$ cat config.mk
export PLATFORM = sky130hd
export DESIGN_NAME = adc_capture_core
export DESIGN_NICKNAME = d
export VERILOG_FILES = /design/src/rtl/adc_capture_core.sv
export SDC_FILE = /design/constraint.sdc
export NUM_CORES = 1
export LEC_CHECK = 0
export CORE_UTILIZATION = 40
export DETAILED_ROUTE_END_ITERATION = 10
export GPL_ROUTABILITY_DRIVEN = 0
export PLACE_DENSITY = 0.63
export RECOVER_POWER = 25
export SLEW_MARGIN = 20
export SYNTH_ARGS = -nofsm -noshare
export SYNTH_HDL_FRONTEND = slang
export SYNTH_SLANG_ARGS = --single-unit
$ cat constraint.sdc
create_clock -name adc_clk100m -period 5.7 [get_ports adc_clk100m]
set_input_delay 1.425 -clock adc_clk100m [delete_from_list [all_inputs] [get_ports adc_clk100m]]
set_output_delay 1.425 -clock adc_clk100m [all_outputs]
set_load 0.03 [all_outputs]
$ cat src/rtl/adc_capture_core.sv
// adc_capture_core
//   Multi-channel parallel-ADC front end. Raw samples and overrange bits are
//   registered, converted to two's complement (or kept offset-binary),
//   clamped to full scale on overrange, and presented continuously on
//   adc_data. Per-channel overrange status is kept as a sticky flag plus a
//   saturating counter. On request, a fixed-length burst of converted
//   samples is streamed on cap_data/cap_valid, and the per-channel peak
//   magnitude of each completed burst is reported on peak_abs.
//
// Ports
//   adc_clk100m  in   sole clock, rising edge
//   rst_n        in   asynchronous active-low reset
//   adc_d        in   raw samples, channel k at [k*DW +: DW], offset-binary
//   adc_or       in   per-channel overrange, aligned with adc_d
//   cap_start    in   single-cycle capture request
//   cap_len      in   burst length in samples, sampled with cap_start
//   cap_abort    in   terminate capture (wins over cap_start)
//   or_clr       in   clear overrange status
//   adc_data     out  continuous converted samples (2-cycle latency)
//   cap_valid    out  burst sample qualifier
//   cap_data     out  burst samples
//   cap_busy     out  capture in progress
//   cap_done     out  one-cycle completion pulse
//   peak_abs     out  unsigned max |sample| per channel, last completed burst
//   or_sticky    out  sticky overrange flags
//   or_cnt       out  saturating overrange counts, channel k at [k*OR_CNT_W +: OR_CNT_W]

module adc_capture_core #(
    parameter int CH_NUM    = 2,
    parameter int DW        = 14,
    parameter int TWOS_COMP = 1,
    parameter int CLAMP_EN  = 1,
    parameter int CAP_LEN_W = 16,
    parameter int OR_CNT_W  = 16
) (
    input  logic                         adc_clk100m,
    input  logic                         rst_n,
    input  logic [CH_NUM*DW-1:0]         adc_d,
    input  logic [CH_NUM-1:0]            adc_or,
    input  logic                         cap_start,
    input  logic [CAP_LEN_W-1:0]         cap_len,
    input  logic                         cap_abort,
    input  logic                         or_clr,
    output logic [CH_NUM*DW-1:0]         adc_data,
    output logic                         cap_valid,
    output logic [CH_NUM*DW-1:0]         cap_data,
    output logic                         cap_busy,
    output logic                         cap_done,
    output logic [CH_NUM*DW-1:0]         peak_abs,
    output logic [CH_NUM-1:0]            or_sticky,
    output logic [CH_NUM*OR_CNT_W-1:0]   or_cnt
);

    localparam logic [DW-1:0]        MSB_MASK = {1'b1, {(DW-1){1'b0}}};
    localparam logic signed [DW-1:0] TC_MAX   = {1'b0, {(DW-1){1'b1}}};
    localparam logic signed [DW-1:0] TC_MIN   = {1'b1, {(DW-1){1'b0}}};

    typedef enum logic {CAP_IDLE, CAP_RUN} cap_state_t;

    // Conversion and clamp are both done in the two's-complement domain;
    // offset-binary output is recovered by flipping the MSB back at the end.
    function automatic logic [DW-1:0] convert_sample(input logic [DW-1:0] raw,
                                                     input logic          ovr);
        logic signed [DW-1:0] tc;
        tc = raw ^ MSB_MASK;
        if ((CLAMP_EN != 0) && ovr)
            tc = tc[DW-1] ? TC_MIN : TC_MAX;
        return (TWOS_COMP != 0) ? tc : (tc ^ MSB_MASK);
    endfunction

    // Unsigned magnitude of a converted sample. The most negative value maps
    // to 2^(DW-1), which still fits in DW unsigned bits.
    function automatic logic [DW-1:0] sample_mag(input logic [DW-1:0] smp);
        logic [DW-1:0] tc;
        tc = (TWOS_COMP != 0) ? smp : (smp ^ MSB_MASK);
        return tc[DW-1] ? (~tc + DW'(1)) : tc;
    endfunction

    function automatic logic [OR_CNT_W-1:0] sat_inc(input logic [OR_CNT_W-1:0] c);
        return (&c) ? c : (c + OR_CNT_W'(1));
    endfunction

    logic [CH_NUM*DW-1:0]  d_p0;
    logic [CH_NUM-1:0]     or_p0;
    logic [CH_NUM*DW-1:0]  conv_p0;
    logic [CH_NUM*DW-1:0]  mag_p1;

    cap_state_t            cap_state;
    logic [CAP_LEN_W-1:0]  cap_remain;
    logic                  burst_end_p2;
    logic [CH_NUM*DW-1:0]  run_max_p2;

    // ---- Stage p0: input capture, nothing ahead of the flops ----
    always_ff @(posedge adc_clk100m) begin
        d_p0 <= adc_d;
    end

    always_ff @(posedge adc_clk100m or negedge rst_n) begin
        if (!rst_n) or_p0 <= '0;
        else        or_p0 <= adc_or;
    end

    // ---- Stage p1: conversion/clamp and overrange status ----
    always_comb begin
        conv_p0 = '0;
        for (int ch = 0; ch < CH_NUM; ch++)
            conv_p0[ch*DW +: DW] = convert_sample(d_p0[ch*DW +: DW], or_p0[ch]);
    end

    always_ff @(posedge adc_clk100m or negedge rst_n) begin
        if (!rst_n) adc_data <= '0;
        else        adc_data <= conv_p0;
    end

    // A clear coincident with a new overrange event keeps that event.
    always_ff @(posedge adc_clk100m or negedge rst_n) begin
        if (!rst_n) begin
            or_sticky <= '0;
            or_cnt    <= '0;
        end else begin
            for (int ch = 0; ch < CH_NUM; ch++) begin
                if (or_clr) begin
                    or_sticky[ch]                   <= or_p0[ch];
                    or_cnt[ch*OR_CNT_W +: OR_CNT_W] <= or_p0[ch] ? OR_CNT_W'(1) : '0;
                end else if (or_p0[ch]) begin
                    or_sticky[ch]                   <= 1'b1;
                    or_cnt[ch*OR_CNT_W +: OR_CNT_W] <= sat_inc(or_cnt[ch*OR_CNT_W +: OR_CNT_W]);
                end
            end
        end
    end

    // ---- Stage p2: burst capture and peak tracking ----
    always_comb begin
        mag_p1 = '0;
        for (int ch = 0; ch < CH_NUM; ch++)
            mag_p1[ch*DW +: DW] = sample_mag(adc_data[ch*DW +: DW]);
    end

    // burst_end_p2 marks that the last sample went out on the previous edge,
    // so cap_done and peak_abs land one cycle after the final cap_valid.
    always_ff @(posedge adc_clk100m or negedge rst_n) begin
        if (!rst_n) begin
            cap_state    <= CAP_IDLE;
            cap_remain   <= '0;
            burst_end_p2 <= 1'b0;
            run_max_p2   <= '0;
            cap_valid    <= 1'b0;
            cap_busy     <= 1'b0;
            cap_done     <= 1'b0;
            cap_data     <= '0;
            peak_abs     <= '0;
        end else begin
            case (cap_state)
                CAP_IDLE: begin
                    cap_valid    <= 1'b0;
                    cap_busy     <= 1'b0;
                    cap_done     <= burst_end_p2;
                    burst_end_p2 <= 1'b0;
                    if (burst_end_p2)
                        peak_abs <= run_max_p2;
                    if (cap_start && (cap_len != '0) && !cap_abort) begin
                        cap_state  <= CAP_RUN;
                        cap_remain <= cap_len;
                        run_max_p2 <= '0;
                    end
                end
                CAP_RUN: begin
                    cap_done <= 1'b0;
                    if (cap_abort) begin
                        cap_state <= CAP_IDLE;
                        cap_valid <= 1'b0;
                        cap_busy  <= 1'b0;
                    end else begin
                        cap_valid  <= 1'b1;
                        cap_busy   <= 1'b1;
                        cap_data   <= adc_data;
                        cap_remain <= cap_remain - CAP_LEN_W'(1);
                        for (int ch = 0; ch < CH_NUM; ch++) begin
                            if (mag_p1[ch*DW +: DW] > run_max_p2[ch*DW +: DW])
                                run_max_p2[ch*DW +: DW] <= mag_p1[ch*DW +: DW];
                        end
                        if (cap_remain == CAP_LEN_W'(1)) begin
                            cap_state    <= CAP_IDLE;
                            burst_end_p2 <= 1'b1;
                        end
                    end
                end
                default: cap_state <= CAP_IDLE;
            endcase
        end
    end

endmodule

==> flow_summary.ini <==
[run_status]
status = finished, violations left
violations = capacitance limit, slew limit

[floorplanning]
start_util_pct = 40.81
die-area_um2 = 22940
dieWidth_um = 151.4
coreArea_um2 = 21890
dieHeight_um = 151.4
rows = 54
pin_count = 172

[layout]
syn_to_final_growth_pct = 28.39
drive_above_1_share_pct = 6.839
regArea_um2 = 4765
mostFrequentLayoutCells = dfrtp_1, nand2_1, clkdlybuf4s50_1
fillers = 2056
layout_commonest_cell = dfrtp_1
nets = 1154
multi_input_area_um2 = 3719

[sta]
fin_worst_skew_ps = 13.01
final.period_utilization_pct = 74.41
period_needed_ps = 4242
tightest_slew_ps = 2520
fin_ws_ps = 1458
grt_setup_unrepaired = false
hold_viol_final = 0
tns_ps = 0
setup_violations = 0
relSlewSlack_pct = -68.03
fmax_ghz = 0.2358
slew_viol_final = 102

[cts]
post_cts_buffers = 0
clockBufferDepth = 2
ctsHoldBuffers = 0
clk_latency_ps = 440
ctsResizeCount = 0
cts_tree = done
clock_sinks = 196
htree_levels = 4
clk_pin_slew_ps = 80
ctsRootBufferMaster = clkbuf_16
numCtsBuffers = 17

[setup_path]
worstPathMaxFanout = 33
crit_chain = clkdlybuf4s50_1, nand2b_1, buf_4, inv_1, a31o_4, o41ai_2, or2_1, mux2i_1
end_kind = flop
ff2ff_path_depth = 12
cp_data_arrival_time_ps = 4590
crit_type = input pin to flop
cp_data_required_time_ps = 6050
rr_startpoint = adc_data[14]$_DFF_PN0_
cp-start-kind = input pin
slowest_stage = clkdlybuf4s50_1
r2r_end = run_max_p2[23]$_DFFE_PN0P_
reg2reg_slack_ps = 1850
crit_path_max_incr_delay_ps = 640

[pwr]
p_leak_nw = 5.053
peakVddDrop_uv = 219.9
cellPowerDensity_nw_per_um2 = 341.2

[route]
wl_per_cell_um = 15.45
first_iter_violations = 376
vias = 6808
firstDrtPassIters = 5
ant_nets = 0
wl_mm = 21.12
viasPerCell = 4.980
drc_errors = 0

[min_path]
min_from = d_p0[13]$_DFF_P_
hold_path_class = flop to flop
holdPathEnd = adc_data[13]$_DFF_PN0_
holdPathStages = 1

[grt]
grt_max_degree = 102
grt_pass1_vias = 6623
grt-ovfl-total = 0
grt_pass1_wl_mm = 34.32
track_usage_pct = 19.30
antenna_found_initial = 5

[run]
maxCapViolCount = 1

[logic_synthesis]
synth_area_um2 = 8934
synth-async-reset-ratio_pct = 85.71
synthMuxAreaShare_pct = 3.445
synth-xor-area-share_pct = 4.608
synth.net_count = 999
synth.avg_cell_area_um2 = 9.774
synth_edf_count = 0
synth_cells = 914
synth-simple-area-share_pct = 16.67
synth_warnings = 0
synth_cell_types = 62
synth_ff_type = dfrtp_1
synth_compound_area_share_pct = 12.14
synth_top_family_by_area = simple AND/OR/NAND/NOR gates
synth_seq_cells = 196
synthAdderAreaFrac_pct = 4.762
seq_area_frac_synth_pct = 53.33

[placement]
port_buffers = 171
pre_cts_slack_ps = 963.0
dp_hpwl_mm = 14.99
-- cell families (layout without fill, tap and decap cells) --
| family | count (synthesis) | in the layout |
|---|---|---|
| simple gates | 312 | 312 |
| flops | 196 | 196 |
| compound gates | 183 | 183 |
| buf+inv | 113 | 281 |
| xor+xnor | 47 | 47 |
| fa+ha+maj | 34 | 34 |
| mux | 29 | 29 |
| other cells | 0 | 5 |
-- through the flow --
stage               util [%]  cell area, µm²  hold WS, ps  cells  power, mW
floorplan                  -            8934        358.9    914      2.334
CTS                    52.37           11460        389.5   1362      3.954
detailed placement     49.62           10860        371.3   1330      2.725
global route           52.38           11470        408.8   1366      4.139
finish                 52.39           11470        389.2   1367      3.914
global placement       49.62           10860        368.2   1330      2.708
-- layout make-up --
type	instances	share of cell area [%]
clock inverters	13	1.385
flip-flops and latches	196	41.54
repair buffers	177	15.27
multi-input cells	605	32.42
well taps	280	3.054
inverters	72	2.356
diodes	5	0.1091
clock buffers	19	3.862
-- Yosys cell counts, types with 5 or more instances --
cell type,count,area share (%)
dfrtp_1,168,47
a21oi_1,35,2.0
nand2b_1,8,0.56
nor3b_1,5,0.42
a31oi_1,16,1.1
xor2_1,14,1.4
or3_1,8,0.56
ha_1,34,4.8
inv_1,71,3.0
nand4_1,13,0.91
nand2_1,163,6.8
mux2_2,14,1.8
dfxtp_1,28,6.3
o22ai_1,10,0.70
nor3_1,13,0.73
nand3_1,20,1.1
mux2i_1,15,1.7
o21ai_0,87,4.9
a21o_1,5,0.42
o21ai_1,6,0.34
nor2_1,45,1.9
xnor2_1,33,3.2
o31ai_1,6,0.50
clkbuf_1,30,1.3
-- state kept, by name (all words and copies together) (netlist names) --
name	flops
cap_state	1
or_cnt	32
adc_data	28
d_p0	28
cap_done	1
cap_busy	1
cap_remain	16
peak_abs	28
or_sticky	2
or_p0	2
cap_data	28
burst_end_p2	1
run_max_p2	28
-- critical path, delay by kind of cell --
| family | cells | cell delay (ps) |
|---|---|---|
| buffers and inverters | 3 | 1490 |
| and+or+nand+nor | 2 | 780 |
| AOI/OAI and AO/OA | 2 | 630 |
| muxes | 1 | 260 |
-- power breakdown --
part	internal, mW	total [mW]	switching (mW)
Combinational	0.403	0.976	0.573
Clock	0.642	1.22	0.580
Sequential	1.57	1.72	0.143
-- how the worst max path moves through the flow --
| stage | slack [ps] | from | cells after the start | end |
|---|---|---|---|---|
| global placement | 1060 | cap_abort | 8 | run_max_p2[11]$_DFFE_PN0P_ |
| global route | 1210 | cap_abort | 8 | run_max_p2[11]$_DFFE_PN0P_ |
| floorplan | 2350 | adc_data[7]$_DFF_PN0_ | 13 | run_max_p2[10]$_DFFE_PN0P_ |
| CTS | 1410 | cap_abort | 8 | run_max_p2[10]$_DFFE_PN0P_ |
| finish | 1460 | cap_abort | 8 | run_max_p2[10]$_DFFE_PN0P_ |
| detailed placement | 960 | cap_abort | 8 | run_max_p2[10]$_DFFE_PN0P_ |
-- layer usage --
layer / track usage (%) / up-vias / part of all wire, % / wire (µm)
li1: - / 3415 / - / -
met1: 27.59 / 3228 / 48 / 10110
met2: 27.81 / 150 / 43 / 9126
met3: 6.717 / 15 / 8.0 / 1685
met4: 4.450 / 0 / 0.93 / 197
met5: 0 / - / 0 / 0
(Power assumes the default switching activity.)
